<file path="src/rtl/instr_fetch_queue.sv">
// Instruction fetch FSM feeding a circular queue of {instr, pc+4} entries for decode.
// Latency: an acked word is visible at the head the cycle after imem_ack (no bypass).
// Backpressure: o_if_valid/i_stall on the decode side; no request is issued while the queue is full.
module instr_fetch_queue #(
  parameter int          DEPTH    = 4,
  parameter logic [31:0] RESET_PC = 32'h0000_0000
) (
  input  logic                     i_clk,
  input  logic                     i_rst_n,
  output logic                     o_imem_req,
  output logic [31:0]              o_imem_addr,
  input  logic                     i_imem_ack,
  input  logic [31:0]              i_imem_rdata,
  input  logic                     i_redirect,
  input  logic [31:0]              i_redirect_pc,
  input  logic                     i_stall,
  output logic                     o_if_valid,
  output logic [31:0]              o_if_instr,
  output logic [31:0]              o_if_pc4,
  output logic [$clog2(DEPTH):0]   o_q_count
);

  localparam int          AW   = $clog2(DEPTH);
  localparam int          CW   = AW + 1;
  localparam logic [CW-1:0] FULL = CW'(DEPTH);
  localparam logic [31:0] NOP  = 32'hFC00_0000;

  typedef enum logic [1:0] {IDLE, WAIT, DROP} state_t;

  state_t          r_state, w_state_nxt;
  logic [31:0]     r_fpc, w_fpc_nxt;
  logic [31:0]     r_imem_addr;
  logic [CW-1:0]   r_count;
  logic [AW-1:0]   r_wptr, r_rptr;
  logic [31:0]     r_q_instr [DEPTH];
  logic [31:0]     r_q_pc4   [DEPTH];

  logic            w_push, w_pop;
  logic [CW-1:0]   w_cnt_pp;   // occupancy after this cycle's pop, before any push

  // Next-state, fetch PC and push/pop decisions; redirect overrides push and pop.
  always_comb begin
    w_state_nxt = r_state;
    w_fpc_nxt   = r_fpc;
    w_push      = 1'b0;
    w_pop       = (r_count != '0) && !i_stall && !i_redirect;
    w_cnt_pp    = r_count - CW'(w_pop);
    case (r_state)
      IDLE: begin
        if (i_redirect) begin
          w_fpc_nxt = i_redirect_pc;
        end else if (w_cnt_pp < FULL) begin
          w_state_nxt = WAIT;
        end
      end
      WAIT: begin
        if (i_redirect) begin
          w_fpc_nxt   = i_redirect_pc;
          w_state_nxt = i_imem_ack ? IDLE : DROP;
        end else if (i_imem_ack) begin
          w_push      = 1'b1;
          w_fpc_nxt   = r_fpc + 32'd4;
          w_state_nxt = ((w_cnt_pp + CW'(1)) < FULL) ? WAIT : IDLE;
        end
      end
      DROP: begin
        if (i_redirect) w_fpc_nxt = i_redirect_pc;
        if (i_imem_ack) w_state_nxt = IDLE;
      end
      default: w_state_nxt = IDLE;
    endcase
  end

  // FSM state, fetch PC and request address; the address is frozen while a request is in flight.
  always_ff @(posedge i_clk or negedge i_rst_n) begin
    if (!i_rst_n) begin
      r_state     <= IDLE;
      r_fpc       <= RESET_PC;
      r_imem_addr <= RESET_PC;
    end else begin
      r_state <= w_state_nxt;
      r_fpc   <= w_fpc_nxt;
      if (r_state == IDLE || i_imem_ack) r_imem_addr <= w_fpc_nxt;
    end
  end

  // Queue pointers and occupancy; redirect flushes everything back to slot 0.
  always_ff @(posedge i_clk or negedge i_rst_n) begin
    if (!i_rst_n) begin
      r_count <= '0;
      r_wptr  <= '0;
      r_rptr  <= '0;
    end else if (i_redirect) begin
      r_count <= '0;
      r_wptr  <= '0;
      r_rptr  <= '0;
    end else begin
      if (w_push) r_wptr <= r_wptr + AW'(1);
      if (w_pop)  r_rptr <= r_rptr + AW'(1);
      r_count <= r_count + CW'(w_push) - CW'(w_pop);
    end
  end

  // Entry storage; contents are only observed through the valid-gated head mux.
  always_ff @(posedge i_clk) begin
    if (w_push) begin
      r_q_instr[r_wptr] <= i_imem_rdata;
      r_q_pc4[r_wptr]   <= w_fpc_nxt;
    end
  end

  assign o_imem_req  = (r_state != IDLE);
  assign o_imem_addr = r_imem_addr;
  assign o_q_count   = r_count;
  assign o_if_valid  = (r_count != '0);
  assign o_if_instr  = o_if_valid ? r_q_instr[r_rptr] : NOP;
  assign o_if_pc4    = o_if_valid ? r_q_pc4[r_rptr]   : 32'd0;

endmodule

</file>
<file path="config.mk">
export PLATFORM = sky130hd
export DESIGN_NAME = instr_fetch_queue
export DESIGN_NICKNAME = d
export VERILOG_FILES = /design/src/rtl/instr_fetch_queue.sv
export SDC_FILE = /design/constraint.sdc
export NUM_CORES = 1
export LEC_CHECK = 0
export ABC_CLOCK_PERIOD_IN_PS = 4140
export CORE_MARGIN = 2
export CORE_UTILIZATION = 56
export DETAILED_ROUTE_END_ITERATION = 8
export PLACE_DENSITY = 0.82
export RECOVER_POWER = 50
export SYNTH_ARGS = -nofsm -noshare
export SYNTH_HDL_FRONTEND = slang
export SYNTH_SLANG_ARGS = --single-unit
export TNS_END_PERCENT = 50
</file>
<file path="constraint.sdc">
create_clock -name i_clk -period 4.14 [get_ports i_clk]
set_input_delay 0.414 -clock i_clk [delete_from_list [all_inputs] [get_ports i_clk]]
set_output_delay 0.414 -clock i_clk [all_outputs]
set_load 0.01 [all_outputs]
</file>
; Word level (Yosys, flattened, before mapping)
; Memories as Yosys holds them, arrays and structs flattened.
; Index checks and enable logic that the tools add are counted.
[totals]
register_bits = 73
mem_bits_rw = 256
mem_count = 2
[mem_list]
columns = memory, depth, width, rd, rd_ports_with_merged_regs, wr, line
row1 = r_q_instr, 4, 32, 1, 0, 1, 35  ; logic [31:0] r_q_instr [DEPTH];
row2 = r_q_pc4, 4, 32, 1, 0, 1, 36  ; logic [31:0] r_q_pc4 [DEPTH];
[classes]
add_sub_neg = 7
n_lt_le_gt_ge = 2
n_eq_ne = 6
n_mux = 24
n_reduce_logical = 12
[op_table]
columns = cell, n
row1 = $mux 32, 5
row2 = $pmux 32 s2, 1
row3 = $add 32x3->32 const B, 1
row4 = $mux 2, 10
row5 = $lt 3x3->1 const B, 2
row6 = $mux 1, 6
row7 = $ne 2x2->1 const B, 3
row8 = $pmux 2 s3, 1
row9 = $reduce_bool 2->1, 3
row10 = $sub 3x1->3, 2
row11 = $add 2x1->2 const B, 2
row12 = $reduce_and 4->1, 1
row13 = $add 3x1->3, 1
row14 = $add 3x1->3 const B, 1
row15 = $mux 3, 1
row16 = $ne 3x3->1 const B, 1
row17 = $reduce_bool 3->1, 1
row18 = $eq 2x1->1 const B, 1
row19 = $eq 2x2->1 const B, 1
row20 = $logic_and 1x1->1, 2
row21 = $logic_not 1->1, 2
row22 = $logic_not 2->1, 1
row23 = $reduce_or 2->1, 1
row24 = $logic_or 1x1->1, 1

; Logic depth before layout (Yosys ltp)
; Gate-level depths: netlist of run 1.
[logic_depth]
ltp_word = 10
depth_mapped = 11
mapped_depth_nobuf = 9

; Worst setup path before layout of run 1
; Ideal clock, no wire load.
[synth_path]
kind = input-to-reg
from = input i_imem_ack
to = memory r_q_instr[0][0] (enable)
arrival_ns = 2.554
slack_ns = 1.157
stages = 3
path_cell_list = clkbuf_1 -> clkbuf_1 -> and3_1
[synth_via]
elab_chain_len = 5
[synth_lines]
columns = item, line
row1 = start: declaration, 12  ; input logic i_imem_ack,
row2 = $mux 1, 60  ; end else if (i_imem_ack) begin
row3 = $mux 1, 57  ; if (i_redirect) begin
row4 = $mux 1, 48  ; case (r_state)
row5 = $mux 1, 106  ; if (w_push) begin
row6 = $mux 1 (implied by the code), 107  ; r_q_instr[r_wptr] <= i_imem_rdata;
row7 = end: declaration, 35
; No other way between the ends.

; Worst setup path after layout of run 1
[layout_path]
from = register r_state[1]
to = register r_imem_addr[8], in the netlist o_imem_addr[8]
[layout_via]
elab_chain_len = 3
word_cells_on_any_way = 6
[layout_lines]
columns = item, line
row1 = start: declaration, 30  ; state_t r_state, w_state_nxt;
row2 = start signal: assignment, 81  ; r_state <= w_state_nxt;
row3 = $eq 2x2->1 or $logic_not 2->1 (tied branches), 48
row4 = $reduce_or 2->1 (no source line), --
row5 = $pmux 32 s2 (*), 48
row6 = via w_fpc_nxt[8], 31  ; logic [31:0] r_fpc, w_fpc_nxt;
row7 = end signal: assignment, 83  ; if (r_state == IDLE || i_imem_ack) r_imem_addr <= w_fpc_nxt;
row8 = end: declaration, 32  ; logic [31:0] r_imem_addr;
; Mark *: on every way through the listed nets, which the timed path passes. The rest lies on a longest branch.
; A chain may end at the register's enable or synchronous reset.

==> results.py, run 1 <==
metrics = {
    "outcome": {
        "status": "finished, violations left",
        "violations": "capacitance limit, slew limit",
    },
    "synth": {
        "synth_top_area_share_pct": 54.5,
        "synth-main-ff-cell": "edfxtp_1",
        "synthArstFlopShare_pct": 22.2,
        "syn_inst": 908,
        "synth_area_leaders": "edfxtp_1 54%, dfrtp_1 13%, mux4_2 10%, and2_1 2.7%, mux2_2 1.8%",
        "avgSynthCellArea_um2": 15.5,
        "syn_nets": 985,
        "synth_common_cells": "256 x edfxtp_1, 73 x dfrtp_1, 64 x mux4_2, 61 x and2_1, 49 x clkbuf_1",
        "synth_cell_types": 67,
        "synth_area_um2": 14100,
        "yosysTopAreaCell": "edfxtp_1",
        "ys_warn_count": 0,
        "ys_seq_elements": 329,
        "synth_edf_count": 256,
        "synth_most_common_cell": "edfxtp_1",
        "ys_seq_area_share_pct": 67.4,
    },
    "setup_path": {
        "required_ns": 4.58,
        "path_class": "reg -> reg",
        "regToRegSetupSlack_ns": 0.72,
        "end_kind": "flop",
        "reg2reg_from": "r_state[1]",
        "arrival_ns": 3.86,
        "critPathLaunchType": "flop",
        "r2r_end": "o_imem_addr[8]",
        "r2r.worst_path.cells": 6,
        "cp_max_fo": 19,
    },
    "floorplan": {
        "initial_core_util_pct": 56.5,
        "rows": 58,
        "fp.dieH_um": 163,
        "dieArea_um2": 26500,
        "ios": 170,
        "die_w_um": 163,
        "core-area_um2": 25000,
    },
    "timing": {
        "rsz0062_at_grt": "no",
        "fin_crit_sh_pct": 82.6,
        "worst_pin_slew_ns": 2.87,
        "finalSetupViolations": 0,
        "slew_violations": 142,
        "skew_ns": 0.0307,
        "hold_violations": 0,
        "finalCriticalPeriod_ns": 3.42,
        "tns_ns": 0,
        "fmax_mhz": 292,
        "slew_headroom_pct": -91.3,
    },
    "clock_network": {
        "postCtsResizedCells": 0,
        "numCtsBuffers": 34,
        "cts.hold.buffers_added": 1,
        "clkTransAtPathRegs_ns": 0.07,
        "cts_setup_buffers": 0,
        "h-tree-depth": 2,
        "cts_tree": "done",
        "clock_latency_ns": 0.52,
        "cts_num_sinks": 329,
        "clockBufferDepth": 3,
        "ctsRootBufferMaster": "clkbuf_16",
    },
    "min_path": {
        "hp-start": "i_redirect",
        "min_path_cells": 2,
        "worstHoldEndpoint": "o_q_count[2]",
        "hold_path_class": "in -> reg",
    },
    "place": {
        "dp_hpwl_um": 20100,
        "io_buffer_count": 169,
        "gp_congestion": 0.878,
        "dpl_cell_area_um2": 16200,
        "dpl.cell_count": 1368,
    },
    "grt": {
        "grt_pass1_wl_um": 49000,
        "grt_max_degree": 60,
        "grt_pass1_vias": 8813,
        "overflow": 0,
        "antenna_found_initial": 3,
        "grt.total_usage_pct": 24.2,
    },
    "power": {
        "power_density_nw_per_um2": 623,
        "ir_drop_v": 0.000490,
        "leakage_nw": 5.88,
        "fin_total_pwr_mw": 10.8,
    },
    "final_layout": {
        "postLayoutCellArea_um2": 17300,
        "drive_above_1_share_pct": 15.6,
        "area_growth_syn_to_layout_pct": 22.5,
        "finalNonFillerCells": 1431,
        "final_nets": 1152,
    },
    "detailed_routing": {
        "drt_wl_total_um": 31500,
        "ant_nets": 0,
        "wl_per_cell_um": 22.0,
        "dr.pass1.iters": 5,
        "drt_iter0_markers": 845,
        "viasPerCell": 6.18,
        "num_vias": 8837,
        "route.detailed.drc": 0,
    },
    "job": {
        "max-cap-violations": 4,
    },
}
[cells by family after synthesis]
group           count (synthesis)  synth area share (%)
fa+ha+maj                       8                 0.762
buf+inv                        78                  2.14
mux                            95                  12.6
flops                         329                  67.4
xor+xnor                       15                 0.931
compound gates                124                  6.13
simple gates                  259                  9.98
[through the flow]
step                      util [%]  hold WS, ns  setup WS, ns
after floorplan                  -        0.118          1.16
after global routing          69.3        0.455         0.465
after CTS                     69.4        0.416         0.714
after detailed placement      65.0        0.459         0.956
after global placement        65.0        0.451          1.03
final                         69.3        0.434         0.720
[state kept, by name (all words and copies together) (netlist names)]
signal / flops
r_q_instr: 128
o_imem_addr: 32
r_rptr: 2
r_q_pc4: 128
r_fpc: 32
r_state: 2
r_wptr: 2
o_q_count: 3
[routing by layer]
layer  share of wire (%)  GRT usage (%)  vias to the layer above
li1                    -              -                     3888
met1                  41           34.2                     4450
met5               0.089              0                        -
met2                  48           38.8                      421
met3                 7.7           4.69                       74
met4                 2.5           7.48                        4
[cell type report]
type,count,area [um2]
well taps,330,413
clock inverters,11,81.3
fillers,1653,7670
inverters,17,63.8
clock buffers,50,1010
flip-flops and latches,329,9520
diodes,1,2.50
multi-input cells,501,4300
repair buffers,192,1900
[critical path, cell delays in order (launching register included)]
cell and delay, ns:
dfrtp_1 0.74, clkbuf_1 0.68, or2_0 0.60, o32ai_1 0.19
a21oi_1 0.17, nor3b_1 0.66, mux2_2 0.28
[placed cells by master (no fill, tap or decap), types with 21 or more instances in the layout]
cell type	netlist	final
edfxtp_1	256	256
clkdlybuf4s50_1	0	100
dfrtp_1	73	71
dlygate4sd3_1	0	68
mux4_2	64	64
and2_1	61	61
nand2_1	47	47
nor2_1	45	45
clkbuf_16	0	37
a21oi_1	25	25
nand3_1	22	22
mux2_2	22	21
[where the power goes]
part           switching (mW)  leakage, nW  internal, mW
logic                    1.63         2.17          1.71
clock network            1.20        0.526          1.76
registers               0.420         3.19          4.05
[worst max-delay path by stage]
stage,from,end,slack [ns]
floorplan,i_imem_ack,r_q_instr[0][0],1.16
global placement,i_imem_ack,o_imem_addr[19],1.03
detailed placement,i_imem_ack,o_imem_addr[19],0.96
CTS,r_rptr[0],o_if_instr[27],0.71
global route,r_state[1],o_imem_addr[8],0.46
finish,r_state[1],o_imem_addr[8],0.72
No activity file was read; power rests on OpenSTA's default activity.
==> inputs of run 2 (changes only) <==
- ABC_CLOCK_PERIOD_IN_PS: 4140 -> 3400
- clock period: 4.14 -> 3.4 ns (I/O delays scaled with it)
==> run 2 against run 1 <==
The flow still finishes with violations (capacitance limit, slew limit); utilization increased by 0.33 points; die area unchanged; final cell count increased by 0.35%; worst hold slack got worse by 0.21 ns; fmax increased by 8.1%; non-clock buffer count increased by 7; sequential share of layout area decreased by 0.26 points; critical path type unchanged.
==> results.py, run 2 (synthesis gave the netlist of run 1 again) <==
metrics = {
    "outcome": {
        "status": "finished, violations left",
        "violations": "capacitance limit, slew limit",
    },
    "final_layout": {
        "seq_area_um2": 9520,
        "final_nets": 1159,
        "final_common_cell": "edfxtp_1",
        "final_cell_mix": "256 x edfxtp_1, 100 x clkdlybuf4s50_1, 71 x dfrtp_1",
        "multiInputGateArea_um2": 4310,
        "drive_above_1_share_pct": 16.3,
        "area_growth_syn_to_layout_pct": 23.1,
        "fillers": 1669,
        "finalNonFillerCells": 1436,
        "top_regs": "r_q_instr (128), r_q_pc4 (128)",
        "n_antenna_cell": 0,
    },
    "timing": {
        "finalCriticalPeriod_ns": 3.16,
        "finalSetupViolations": 0,
        "slew_headroom_pct": -30.0,
        "tns_ns": 0,
        "rsz0062_at_grt": "no",
        "worst_pin_slew_ns": 1.95,
        "skew_ns": 0.0118,
        "slew_violations": 74,
        "fmax_mhz": 316,
        "hold_violations": 0,
        "fin_crit_sh_pct": 93.0,
    },
    "clock_network": {
        "cts_setup_buffers": 0,
        "clockBufferDepth": 3,
        "ctsRootBufferMaster": "clkbuf_16",
        "clkTransAtPathRegs_ns": 0.07,
        "numCtsBuffers": 34,
        "cts_num_sinks": 329,
        "clock_latency_ns": 0.51,
        "postCtsResizedCells": 0,
        "cts_tree": "done",
        "h-tree-depth": 2,
        "cts.hold.buffers_added": 0,
    },
    "floorplan": {
        "rows": 58,
        "ios": 170,
        "core-area_um2": 25000,
        "initial_core_util_pct": 56.5,
        "fp.dieH_um": 163,
        "dieArea_um2": 26500,
        "die_w_um": 163,
    },
    "min_path": {
        "hold_path_class": "in -> reg",
    },
    "grt": {
        "grt_max_degree": 74,
        "grt.total_usage_pct": 24.8,
        "antenna_found_initial": 0,
        "grt_pass1_vias": 8852,
        "overflow": 0,
        "grt_pass1_wl_um": 50000,
    },
    "place": {
        "io_buffer_count": 169,
        "dp_hpwl_um": 20300,
        "gp_congestion": 0.906,
        "dpl.cell_count": 1376,
    },
    "detailed_routing": {
        "wl_per_cell_um": 22.5,
        "dr.pass1.iters": 7,
        "ant_nets": 0,
        "route.detailed.drc": 0,
        "drt_iter0_markers": 1025,
        "viasPerCell": 6.16,
        "drt_wl_total_um": 32300,
        "num_vias": 8846,
    },
    "setup_path": {
        "arrival_ns": 3.34,
        "critPathLaunchType": "flop",
        "crit_path_max_incr_delay_ns": 0.89,
        "path_class": "reg -> reg",
        "cp_cell_sequence": "nor3b_1 -> clkbuf_1 -> and3_1 -> buf_4",
        "cpMaxStageDelayCell": "and3_1",
        "required_ns": 3.58,
        "end_kind": "flop",
        "cp_max_fo": 16,
    },
    "power": {
        "power_density_nw_per_um2": 761,
        "fin_total_pwr_mw": 13.2,
        "ir_drop_v": 0.000545,
        "leakage_nw": 5.91,
    },
    "job": {
        "max-cap-violations": 1,
    },
}
==> run 2: cell count changes in the layout (fill, tap and decap cells not counted), moves of 2 or more <==
cell / previous run / this run
and3_1: 8 / 5
buf_4: 13 / 18
clkinv_2: 2 / 0
and3_4: 0 / 2
clkinv_4: 0 / 2
==> run 2: metrics by stage <==
step                hold slack [ns]  instance area (um2)  setup WS [ns]  utilization, %
floorplan                    0.0444                14100          0.481               -
global placement              0.452                16300          0.780            65.3
detailed placement            0.471                16300          0.726            65.3
CTS                          0.0311                17400          0.267            69.8
global route                  0.217                17400          0.107            69.6
finish                        0.225                17400          0.237            69.6
==> run 2: metal layers <==
layer	routed length, um	global-route usage, %
met1	13200	35.1
met2	15800	39.9
met3	2520	4.56
met4	798	7.68
met5	0	0
==> run 2: worst paths after layout <==
path,from,end,slack (ns),cells after the start
setup / recovery,r_state[0],r_q_pc4[0][21],0.24,4
hold / removal,i_redirect,r_wptr[0],0.22,2
setup reg to reg,r_state[0],r_q_pc4[0][21],0.24,4
hold reg to reg,o_imem_addr[17],o_imem_addr[17],0.49,2
max in group asynchronous,i_rst_n,r_rptr[0],1.62,1
min in group asynchronous,i_rst_n,r_fpc[14],0.38,1
==> run 2: report_power, final <==
group / leakage (nW) / internal, mW / total, mW / switching (mW)
Sequential: 3.19 / 4.93 / 5.39 / 0.461
Combinational: 2.20 / 2.13 / 4.17 / 2.04
Clock: 0.533 / 2.20 / 3.67 / 1.46
Total: 5.91 / 9.26 / 13.2 / 3.96
==> run 2: critical path, delay by kind of cell, from the launching register on <==
family,cells,cell delay [ns]
buffers and inverters,2,0.90
DFF,1,0.69
and+or+nand+nor,2,1.23
==> run 2: area by class of cell <==
class	instances	share of cell area, %
clock buffer	49	5.76
clock inverter	11	0.641
inverter	17	0.367
multi-input combinational	501	24.8
sequential	329	54.8
tap	330	2.38
timing repair buffer	199	11.3
==> inputs of run 3 (changes only) <==
- CORE_UTILIZATION: 56 -> 50
- PLACE_DENSITY: 0.82 -> 0.75
==> run 3 against run 2 <==
The run still ends with capacitance limit, slew limit left; combinational power about the same; fmax down 2.1%; sequential power about the same; die area up 12%; routed wire length up 0.93%; worst setup slack worse by 0.069 ns; non-clock buffer count up 10; worst hold slack better by 0.096 ns; critical endpoint is now r_q_instr[0][28].
==> results.py, run 3 (synthesis gave the netlist of run 1 again) <==
metrics = {
    "grt": {
        "met3_usage_pct": 3.71,
        "grt_pass1_vias": 8764,
        "grt.total_usage_pct": 22.4,
        "use_met1_pct": 30.6,
        "antenna_found_initial": 2,
        "grt_pass1_wl_um": 50000,
        "top_usage_layer": "met2",
        "use_met2_pct": 37.7,
        "grt_max_degree": 62,
        "overflow": 0,
    },
    "timing": {
        "slew_violations": 62,
        "worst_pin_slew_ns": 1.63,
        "fmax_mhz": 309,
        "skew_ns": 0.0143,
        "fin_crit_sh_pct": 95.1,
        "slew_headroom_pct": -8.70,
        "tns_ns": 0,
        "rsz0062_at_grt": "no",
        "finalSetupViolations": 0,
        "hold_violations": 0,
        "finalCriticalPeriod_ns": 3.23,
    },
    "setup_path": {
        "required_ns": 3.59,
        "path_class": "reg -> reg",
        "reg2reg_from": "r_state[1]",
        "critPathLaunchType": "flop",
        "arrival_ns": 3.42,
        "cpMaxStageDelayCell": "and3_1",
        "cp_cell_sequence": "nor3b_1 -> clkbuf_1 -> and3_1 -> buf_12",
        "end_kind": "flop",
        "cp_max_fo": 27,
        "crit_path_max_incr_delay_ns": 1.05,
        "critPathLaunch": "r_state[1]",
    },
    "place": {
        "dpl.cell_count": 1433,
        "dpl_cell_area_um2": 16500,
        "gp_congestion": 0.926,
        "io_buffer_count": 169,
        "dp_hpwl_um": 21200,
    },
    "clock_network": {
        "cts_num_sinks": 329,
        "h-tree-depth": 2,
        "ctsRootBufferMaster": "clkbuf_16",
        "numCtsBuffers": 35,
        "clock_latency_ns": 0.51,
        "clockBufferDepth": 3,
        "postCtsResizedCells": 0,
        "clkTransAtPathRegs_ns": 0.06,
        "cts_tree": "done",
    },
    "final_layout": {
        "final_cell_mix": "256 x edfxtp_1, 100 x clkdlybuf4s50_1, 71 x dfrtp_1",
        "fillers": 2109,
        "area_growth_syn_to_layout_pct": 24.1,
        "finalNonFillerCells": 1495,
        "drive_above_1_share_pct": 16.7,
        "top_regs": "r_q_instr (128), r_q_pc4 (128)",
        "final_nets": 1170,
        "final_common_cell": "edfxtp_1",
        "postLayoutCellArea_um2": 17500,
    },
    "floorplan": {
        "core-area_um2": 27800,
        "die_w_um": 172,
        "fp.dieH_um": 172,
        "rows": 61,
        "dieArea_um2": 29600,
        "initial_core_util_pct": 50.8,
        "ios": 170,
    },
    "min_path": {
        "hold_path_class": "in -> reg",
        "hp-start": "i_redirect",
    },
    "detailed_routing": {
        "viasPerCell": 5.87,
        "num_vias": 8782,
        "wl_per_cell_um": 21.8,
        "ant_nets": 0,
        "drt_iter0_markers": 946,
        "route.detailed.drc": 0,
        "drt_wl_total_um": 32600,
        "dr.pass1.iters": 6,
    },
    "power": {
        "power_density_nw_per_um2": 758,
        "leakage_nw": 5.97,
        "fin_total_pwr_mw": 13.3,
        "ir_drop_v": 0.000496,
    },
    "outcome": {
        "violations": "capacitance limit, slew limit",
        "status": "finished, violations left",
    },
    "job": {
        "max-cap-violations": 2,
    },
}
[run 3: path summary, 6_finish.rpt]
check                                   end  slack, ns  depth (start not counted)
max                        r_q_instr[0][28]       0.17                          4
min                         o_imem_addr[28]       0.32                          3
max reg2reg                r_q_instr[0][28]       0.17                          4
min reg2reg                 o_imem_addr[17]       0.48                          2
max in group asynchronous   o_imem_addr[31]       1.23                          3
min in group asynchronous   o_imem_addr[19]       0.79                          2
[run 3: cell type report]
class | instances | area (um2) | area share (%)
Sequential cell | 329 | 9520 | 54.4
Multi-Input combinational cell | 501 | 4290 | 24.5
Timing Repair Buffer | 209 | 2060 | 11.8
Clock buffer | 45 | 923 | 5.27
Tap cell | 378 | 473 | 2.70
Clock inverter | 14 | 174 | 0.993
Inverter | 17 | 63.8 | 0.364
Antenna cell | 2 | 5.00 | 0.0286
[run 3: worst max-delay path, delay by kind of cell (launching register included)]
family	cells	cell delay (ns)
flops	1	0.68
simple gates	2	1.48
buf+inv	2	0.74
[run 3: routing by layer]
| layer | vias up | wire [um] |
|---|---|---|
| met4 | 0 | 693 |
| li1 | 3918 | - |
| met1 | 4428 | 13600 |
| met2 | 377 | 16000 |
| met5 | - | 0 |
| met3 | 59 | 2300 |
[run 3: per-stage QoR]
step	hold slack (ns)	utilization, %	setup WS, ns
finish	0.321	63.0	0.168
global placement	0.476	59.2	0.733
floorplan	0.0444	-	0.481
global route	0.360	63.0	0.0960
detailed placement	0.466	59.2	0.666
CTS	0.300	63.2	0.200
[run 3: repair_timing]
| action | 4_1_cts | 5_1_grt |
|---|---|---|
| hold endpoints to repair | 60 | 0 |
| setup buffers | 0 | 0 |
| hold buffers | 1 | 0 |
[run 3: power by group]
group | internal [mW] | switching (mW)
logic | 2.14 | 2.05
clock network | 2.22 | 1.46
registers | 4.93 | 0.475
